[config.mk]
export PLATFORM = sky130hd
export DESIGN_NAME = execute_mul_issue_sched_flat
export DESIGN_NICKNAME = d
export VERILOG_FILES = /design/src/rtl/execute_mul_issue_sched_if.sv /design/src/rtl/execute_mul_issue_sched.sv /design/src/flat_wrapper.sv
export SDC_FILE = /design/constraint.sdc
export NUM_CORES = 1
export LEC_CHECK = 0
export CAP_MARGIN = 20
export CORE_ASPECT_RATIO = 0.8
export CORE_MARGIN = 2
export CORE_UTILIZATION = 58
export CTS_CLUSTER_DIAMETER = 100
export DETAILED_ROUTE_END_ITERATION = 10
export GPL_TIMING_DRIVEN = 0
export PLACE_DENSITY = 0.81
export SYNTH_ARGS = -nofsm -noshare
export SYNTH_HDL_FRONTEND = slang
export SYNTH_SLANG_ARGS = --single-unit
[constraint.sdc]
create_clock -name clk -period 3.5 [get_ports clk]
set_input_delay 0.7 -clock clk [delete_from_list [all_inputs] [get_ports clk]]
set_output_delay 0.7 -clock clk [all_outputs]
set_load 0.005 [all_outputs]
[src/rtl/execute_mul_issue_sched_if.sv]
// Dispatch, wakeup and issue signals between the multiply scheduler and its neighbours.
interface execute_mul_issue_sched_if #(
  parameter int unsigned DEPTH = 4
);
  localparam int unsigned CW = $clog2(DEPTH + 1);

  logic          i_enq_valid;
  logic          o_enq_ready;
  logic [3:0]    i_enq_dst_rob;
  logic [7:0]    i_enq_fid;
  logic [3:0]    i_enq_src0_rob;
  logic [3:0]    i_enq_src1_rob;
  logic          i_enq_src0_rdy;
  logic          i_enq_src1_rdy;
  logic          i_wb_valid;
  logic [3:0]    i_wb_rob;
  logic          i_stall;
  logic          i_flush;
  logic          o_issue_valid;
  logic [3:0]    o_issue_dst_rob;
  logic [7:0]    o_issue_fid;
  logic [3:0]    o_issue_src0_rob;
  logic [3:0]    o_issue_src1_rob;
  logic [CW-1:0] o_count;

  // Dispatch / writeback / multiplier side
  modport master (
    output i_enq_valid, i_enq_dst_rob, i_enq_fid, i_enq_src0_rob, i_enq_src1_rob,
           i_enq_src0_rdy, i_enq_src1_rdy, i_wb_valid, i_wb_rob, i_stall, i_flush,
    input  o_enq_ready, o_issue_valid, o_issue_dst_rob, o_issue_fid,
           o_issue_src0_rob, o_issue_src1_rob, o_count
  );

  // Scheduler side
  modport slave (
    input  i_enq_valid, i_enq_dst_rob, i_enq_fid, i_enq_src0_rob, i_enq_src1_rob,
           i_enq_src0_rdy, i_enq_src1_rdy, i_wb_valid, i_wb_rob, i_stall, i_flush,
    output o_enq_ready, o_issue_valid, o_issue_dst_rob, o_issue_fid,
           o_issue_src0_rob, o_issue_src1_rob, o_count
  );
endinterface

[src/rtl/execute_mul_issue_sched.sv]
// Multiply issue scheduler: collapsing queue with operand wakeup and oldest-ready select.
module execute_mul_issue_sched #(
  parameter int unsigned DEPTH = 4
) (
  input  logic                      clk,
  input  logic                      reset,
  execute_mul_issue_sched_if.slave  bus
);
  localparam int unsigned CW = $clog2(DEPTH + 1);
  localparam int unsigned IW = $clog2(DEPTH);

  typedef struct packed {
    logic       valid;
    logic [3:0] dst_rob;
    logic [7:0] fid;
    logic [3:0] src0_rob;
    logic       src0_rdy;
    logic [3:0] src1_rob;
    logic       src1_rdy;
  } entry_t;

  entry_t        ent_q [DEPTH];
  entry_t        ent_d [DEPTH];
  entry_t        woke  [DEPTH];
  entry_t        new_ent;
  entry_t        sel_ent;
  logic [CW-1:0] count_q;
  logic [CW-1:0] count_d;
  logic          sel_found;
  logic [IW-1:0] sel_idx;
  logic          enq_ready_c;
  logic          issue_valid_c;
  logic          enq_fire;
  logic          issue_fire;
  logic [IW-1:0] wr_idx;

  // Stored entries with this cycle's writeback broadcast applied (visible next cycle)
  always_comb begin
    for (int i = 0; i < int'(DEPTH); i++) begin
      woke[i] = ent_q[i];
      if (ent_q[i].valid && bus.i_wb_valid) begin
        if (ent_q[i].src0_rob == bus.i_wb_rob) woke[i].src0_rdy = 1'b1;
        if (ent_q[i].src1_rob == bus.i_wb_rob) woke[i].src1_rdy = 1'b1;
      end
    end
  end

  // Oldest-ready select on registered readiness only
  always_comb begin
    sel_found = 1'b0;
    sel_idx   = '0;
    for (int i = 0; i < int'(DEPTH); i++) begin
      if (!sel_found && ent_q[i].valid && ent_q[i].src0_rdy && ent_q[i].src1_rdy) begin
        sel_found = 1'b1;
        sel_idx   = IW'(i);
      end
    end
  end

  // Incoming entry; a same-cycle writeback counts as already ready
  always_comb begin
    new_ent          = '0;
    new_ent.valid    = 1'b1;
    new_ent.dst_rob  = bus.i_enq_dst_rob;
    new_ent.fid      = bus.i_enq_fid;
    new_ent.src0_rob = bus.i_enq_src0_rob;
    new_ent.src1_rob = bus.i_enq_src1_rob;
    new_ent.src0_rdy = bus.i_enq_src0_rdy |
                       (bus.i_wb_valid & (bus.i_wb_rob == bus.i_enq_src0_rob));
    new_ent.src1_rdy = bus.i_enq_src1_rdy |
                       (bus.i_wb_valid & (bus.i_wb_rob == bus.i_enq_src1_rob));
  end

  // Handshake qualifiers; ready ignores a same-cycle issue
  always_comb begin
    enq_ready_c   = (count_q < CW'(DEPTH));
    issue_valid_c = sel_found & ~bus.i_flush;
    issue_fire    = issue_valid_c & ~bus.i_stall;
    enq_fire      = bus.i_enq_valid & enq_ready_c & ~bus.i_flush;
    wr_idx        = IW'(count_q - CW'(issue_fire));
    sel_ent       = sel_found ? ent_q[sel_idx] : ent_q[0];
  end

  // Next queue state: flush, collapse on issue, then append at the post-collapse tail
  always_comb begin
    count_d = count_q;
    for (int i = 0; i < int'(DEPTH); i++) ent_d[i] = woke[i];
    if (bus.i_flush) begin
      for (int i = 0; i < int'(DEPTH); i++) ent_d[i] = '0;
      count_d = '0;
    end else begin
      if (issue_fire) begin
        for (int i = 0; i < int'(DEPTH) - 1; i++) begin
          if (i >= int'(sel_idx)) ent_d[i] = woke[i + 1];
        end
        ent_d[DEPTH-1] = '0;
      end
      if (enq_fire) ent_d[wr_idx] = new_ent;
      count_d = count_q + CW'(enq_fire) - CW'(issue_fire);
    end
  end

  // State registers
  always_ff @(posedge clk or posedge reset) begin
    if (reset) begin
      for (int i = 0; i < int'(DEPTH); i++) ent_q[i] <= '0;
      count_q <= '0;
    end else begin
      for (int i = 0; i < int'(DEPTH); i++) ent_q[i] <= ent_d[i];
      count_q <= count_d;
    end
  end

  assign bus.o_enq_ready      = enq_ready_c;
  assign bus.o_issue_valid    = issue_valid_c;
  assign bus.o_issue_dst_rob  = sel_ent.dst_rob;
  assign bus.o_issue_fid      = sel_ent.fid;
  assign bus.o_issue_src0_rob = sel_ent.src0_rob;
  assign bus.o_issue_src1_rob = sel_ent.src1_rob;
  assign bus.o_count          = count_q;
endmodule
[src/flat_wrapper.sv]
// flat-port wrapper written by rule: the top's interface ports become plain ports
module execute_mul_issue_sched_flat 
#(
  parameter int unsigned DEPTH = 4
)
  (clk, reset, bus_i_enq_valid, bus_i_enq_dst_rob, bus_i_enq_fid, bus_i_enq_src0_rob, bus_i_enq_src1_rob, bus_i_enq_src0_rdy, bus_i_enq_src1_rdy, bus_i_wb_valid, bus_i_wb_rob, bus_i_stall, bus_i_flush, bus_o_enq_ready, bus_o_issue_valid, bus_o_issue_dst_rob, bus_o_issue_fid, bus_o_issue_src0_rob, bus_o_issue_src1_rob, bus_o_count);
  execute_mul_issue_sched_if #(.DEPTH(DEPTH)) bus_i ();
  input  logic clk;
  input  logic reset;
  input wire logic [$bits(bus_i.i_enq_valid)-1:0] bus_i_enq_valid;
  input wire logic [$bits(bus_i.i_enq_dst_rob)-1:0] bus_i_enq_dst_rob;
  input wire logic [$bits(bus_i.i_enq_fid)-1:0] bus_i_enq_fid;
  input wire logic [$bits(bus_i.i_enq_src0_rob)-1:0] bus_i_enq_src0_rob;
  input wire logic [$bits(bus_i.i_enq_src1_rob)-1:0] bus_i_enq_src1_rob;
  input wire logic [$bits(bus_i.i_enq_src0_rdy)-1:0] bus_i_enq_src0_rdy;
  input wire logic [$bits(bus_i.i_enq_src1_rdy)-1:0] bus_i_enq_src1_rdy;
  input wire logic [$bits(bus_i.i_wb_valid)-1:0] bus_i_wb_valid;
  input wire logic [$bits(bus_i.i_wb_rob)-1:0] bus_i_wb_rob;
  input wire logic [$bits(bus_i.i_stall)-1:0] bus_i_stall;
  input wire logic [$bits(bus_i.i_flush)-1:0] bus_i_flush;
  output wire logic [$bits(bus_i.o_enq_ready)-1:0] bus_o_enq_ready;
  output wire logic [$bits(bus_i.o_issue_valid)-1:0] bus_o_issue_valid;
  output wire logic [$bits(bus_i.o_issue_dst_rob)-1:0] bus_o_issue_dst_rob;
  output wire logic [$bits(bus_i.o_issue_fid)-1:0] bus_o_issue_fid;
  output wire logic [$bits(bus_i.o_issue_src0_rob)-1:0] bus_o_issue_src0_rob;
  output wire logic [$bits(bus_i.o_issue_src1_rob)-1:0] bus_o_issue_src1_rob;
  output wire logic [$bits(bus_i.o_count)-1:0] bus_o_count;
  assign bus_i.i_enq_valid = bus_i_enq_valid;
  assign bus_i.i_enq_dst_rob = bus_i_enq_dst_rob;
  assign bus_i.i_enq_fid = bus_i_enq_fid;
  assign bus_i.i_enq_src0_rob = bus_i_enq_src0_rob;
  assign bus_i.i_enq_src1_rob = bus_i_enq_src1_rob;
  assign bus_i.i_enq_src0_rdy = bus_i_enq_src0_rdy;
  assign bus_i.i_enq_src1_rdy = bus_i_enq_src1_rdy;
  assign bus_i.i_wb_valid = bus_i_wb_valid;
  assign bus_i.i_wb_rob = bus_i_wb_rob;
  assign bus_i.i_stall = bus_i_stall;
  assign bus_i.i_flush = bus_i_flush;
  assign bus_o_enq_ready = bus_i.o_enq_ready;
  assign bus_o_issue_valid = bus_i.o_issue_valid;
  assign bus_o_issue_dst_rob = bus_i.o_issue_dst_rob;
  assign bus_o_issue_fid = bus_i.o_issue_fid;
  assign bus_o_issue_src0_rob = bus_i.o_issue_src0_rob;
  assign bus_o_issue_src1_rob = bus_i.o_issue_src1_rob;
  assign bus_o_count = bus_i.o_count;
  execute_mul_issue_sched #(.DEPTH(DEPTH)) u_core (.clk(clk), .reset(reset), .bus(bus_i));
endmodule
==> run_results.csv <==
group,metric,value,unit
timing,maxSlewHeadroom,0.4980,
grt,grt_overflow,0,
floorplan,num_io_pins,57,
cts,cts_sinks,95,
timing,timing_worst_slew_pin_value,0.7530,ns
timing,min_period_over_period,0.9609,
floorplan,fp.coreArea,9689,sq um
setup_path,cp_max_fo,10,
yosys,synth.distinct_cells,47,
floorplan,initial_core_util,0.6006,
placement,numPortBuffers,50,
detailed_routing,routed_wl,20660,um
cts,h-tree-depth,3,
cts,cts_tree,"done",
yosys,netlist.area_leader.share,0.4085,
setup_path,cp_data_arrival_time,2.66,ns
yosys,synth_nets,670,
yosys,synth_mux_area_frac,0.06880,
yosys,synth_edf_count,0,
detailed_routing,via_per_inst,7.062,
cts,clk_latency,0.35,ns
detailed_routing,drt_iter0_markers,735,
final_layout,drive_gt1_frac,0.09773,
detailed_routing,ant_nets,0,
cts,cts_buffers,9,
power_and_ir_drop,total_power,2.659,mW
timing,max_freq,0.2973,GHz
floorplan,die-area,10860,sq um
yosys,syn_area_per_cell,9.164,sq um
yosys,synth_area_leaders,"dfrtp_1, mux2i_1, a211oi_1",
yosys,synthSimpleGateAreaFrac,0.1520,
yosys,netlist_instances,635,
grt,antenna_found_initial,0,
power_and_ir_drop,irDropWorstVdd,0.2641,mV
placement,dp_hpwl,13850,um
yosys,synthesis.area,5819,sq um
yosys,yosysTopAreaCell,"dfrtp_1",
floorplan,fp.dieH,93.59,um
yosys,ys_seq_elements,95,
timing,rsz0062_at_grt,"no",
timing,hold_viol_final,0,
cts,cts_root_buffer,"clkbuf_16",
grt,grt_pass1_wl,31400,um
detailed_routing,num_vias,5946,
yosys,synth_top_family_by_area,"compound AO/OA/AOI/OAI gates",
yosys,ys_warn_count,0,
grt,grt_max_degree,64,
timing,setup_viol,0,
power_and_ir_drop,leakage,2.656,nW
power_and_ir_drop,power_per_cell_area,385.2,nW/um^2
timing,hold_ws,0.5603,ns
setup_path,critPathCaptureType,"output port",
setup_path,crit_type,"reg -> out",
min_path,min_path_type,"reg -> reg",
timing,min_period,3.363,ns
placement,globalplace.congestion,0.9612,
run,max_cap_viol_count,0,
yosys,ys.flop_type,"dfrtp_1",
final_layout,final_nets,736,
final_layout,area_delta_synth_final,18.64,%
detailed_routing,dr.pass1.iters,5,
grt,grtUsageTotal,0.3913,
final_layout,final_util,0.7126,
floorplan,num_rows,32,
run_status,status,"completed",
yosys,synthAdderAreaFrac,0.007740,
yosys,synth_xor_area_frac,0.06601,
yosys,synthArstFlopShare,1.000,
final_layout,antenna_cells,0,
detailed_routing,route.detailed.drc,0,
floorplan,die_w,116.0,um
setup_path,start_kind,"register",
timing,slew_viol_final,0,
yosys,seq_area_frac_synth,0.4085,
timing,fin_skew,0.005004,ns
cts,path_clk_slew,0.07,ns
yosys,synth-compound-area-share,0.2298,
cts,clock_path_buffers,2,
detailed_routing,wl_per_cell,24.54,um
grt,grt_pass1_vias,5731,
cts,hold_buffers,0,
setup_path,critPathRequiredTime,2.80,ns
## final cells by class
type / count / area, sq um
Fill cell: 792 / 2785
Tap cell: 136 / 170.2
Timing Repair Buffer: 56 / 565.5
Clock inverter: 5 / 62.56
Multi-Input combinational cell: 450 / 3072
Inverter: 26 / 101.3
Sequential cell: 95 / 2377
Buffer: 63 / 302.8
Clock buffer: 11 / 252.7
## cell usage in the layout (no fill, tap or decap), types with 3 or more instances in the layout
master / synthesis / layout
clkbuf_16: 0 / 9
and3_1: 3 / 3
a21oi_1: 20 / 20
o21ai_0: 15 / 15
a41o_1: 5 / 5
xnor2_1: 18 / 18
buf_2: 20 / 19
buf_4: 3 / 8
clkdlybuf4s50_1: 0 / 50
nor2_1: 32 / 32
xor2_1: 24 / 24
a22oi_1: 23 / 23
a221o_1: 8 / 8
o22ai_1: 3 / 3
nand2_1: 42 / 42
clkbuf_2: 0 / 10
nor3_1: 48 / 48
dfrtp_1: 95 / 95
a311oi_1: 19 / 18
clkbuf_1: 34 / 24
a211oi_1: 43 / 43
mux2i_1: 40 / 40
buf_1: 5 / 4
o41ai_1: 19 / 19
inv_1: 25 / 24
nand3_1: 55 / 54
## metrics by stage
| stage | instance area, sq um | setup TNS (ns) | instances | worst slack [ns] |
|---|---|---|---|---|
| 2_1_floorplan | 5819 | 0 | 635 | 0.3230 |
| 3_3_place_gp | 6490 | -127.74 | 821 | -1.212 |
| 3_5_place_dp | 6520 | -17.63 | 822 | -0.5241 |
| 4_1_cts | 6847 | 0 | 838 | 0.001408 |
| 5_1_grt | 6904 | 0 | 842 | 0.009561 |
| 6_report | 6904 | 0 | 842 | 0.1368 |
## layer usage
| layer | part of all wire | vias up | track usage |
|---|---|---|---|
| li1 | - | 2505 | - |
| met2 | 0.44 | 471 | 0.5658 |
| met4 | 0.035 | 0 | 0.1667 |
| met5 | 0 | - | 0 |
| met3 | 0.13 | 72 | 0.1089 |
| met1 | 0.40 | 2898 | 0.5516 |
## where the power goes
group	switching, mW	total, mW	leakage [nW]	internal, mW
logic	0.250	0.423	1.20	0.173
clock network	0.460	1.06	0.149	0.599
registers	0.0401	1.18	1.31	1.14
## cell families after synthesis
kind of cell / Yosys count
multiplexers: 40
AND/OR/NAND/NOR: 190
flip-flops: 95
buffers and inverters: 90
AO/OA/AOI/OAI: 174
adder cells (fa/ha/maj): 3
XOR/XNOR: 43
## worst max-delay path, stage by stage, from the launching register on
cell and delay, ns:
dfrtp_1 0.45, nand3_1 0.26, nand2_1 0.16, o21ai_0 0.11, clkbuf_2 0.31, nor2b_1 0.22, a221oi_1 0.24, clkdlybuf4s50_1 0.56
## what timing repair did
item / in CTS / in global routing
setup endpoints to repair: 33 / 61
resized for setup: 3 / 21
buffers inserted: 0 / 5
pin swaps: 0 / 1
## synthesized netlist by cell type, drive strengths merged, types with 22 or more instances
cell type and number:
clkbuf 34, a211oi 43, mux2i 40, a21oi 22, dfrtp 95, inv 25
xor2 24, nor3 48, a22oi 23, nand3 55, buf 30, nor2 32
nand2 42
## final timing paths
kind / startpoint / slack, ns / depth (start not counted) / to
setup reg to reg: u_core.ent_q[91] / 0.50 / 11 / u_core.bus.o_count[2]
hold / removal: u_core.ent_q[10] / 0.56 / 2 / u_core.ent_q[10]
max in group asynchronous: reset / 2.10 / 3 / u_core.ent_q[89]
min in group asynchronous: reset / 0.72 / 2 / u_core.ent_q[55]
setup / recovery: u_core.ent_q[22] / 0.14 / 7 / bus_o_issue_dst_rob[2]
hold reg to reg: u_core.ent_q[10] / 0.56 / 2 / u_core.ent_q[10]
## registers in the layout, summed over array words and instances (netlist names)
signal / flops
u_core.ent_q: 92
u_core.bus.o_count: 3
No activity file was read; power rests on OpenSTA's default activity.
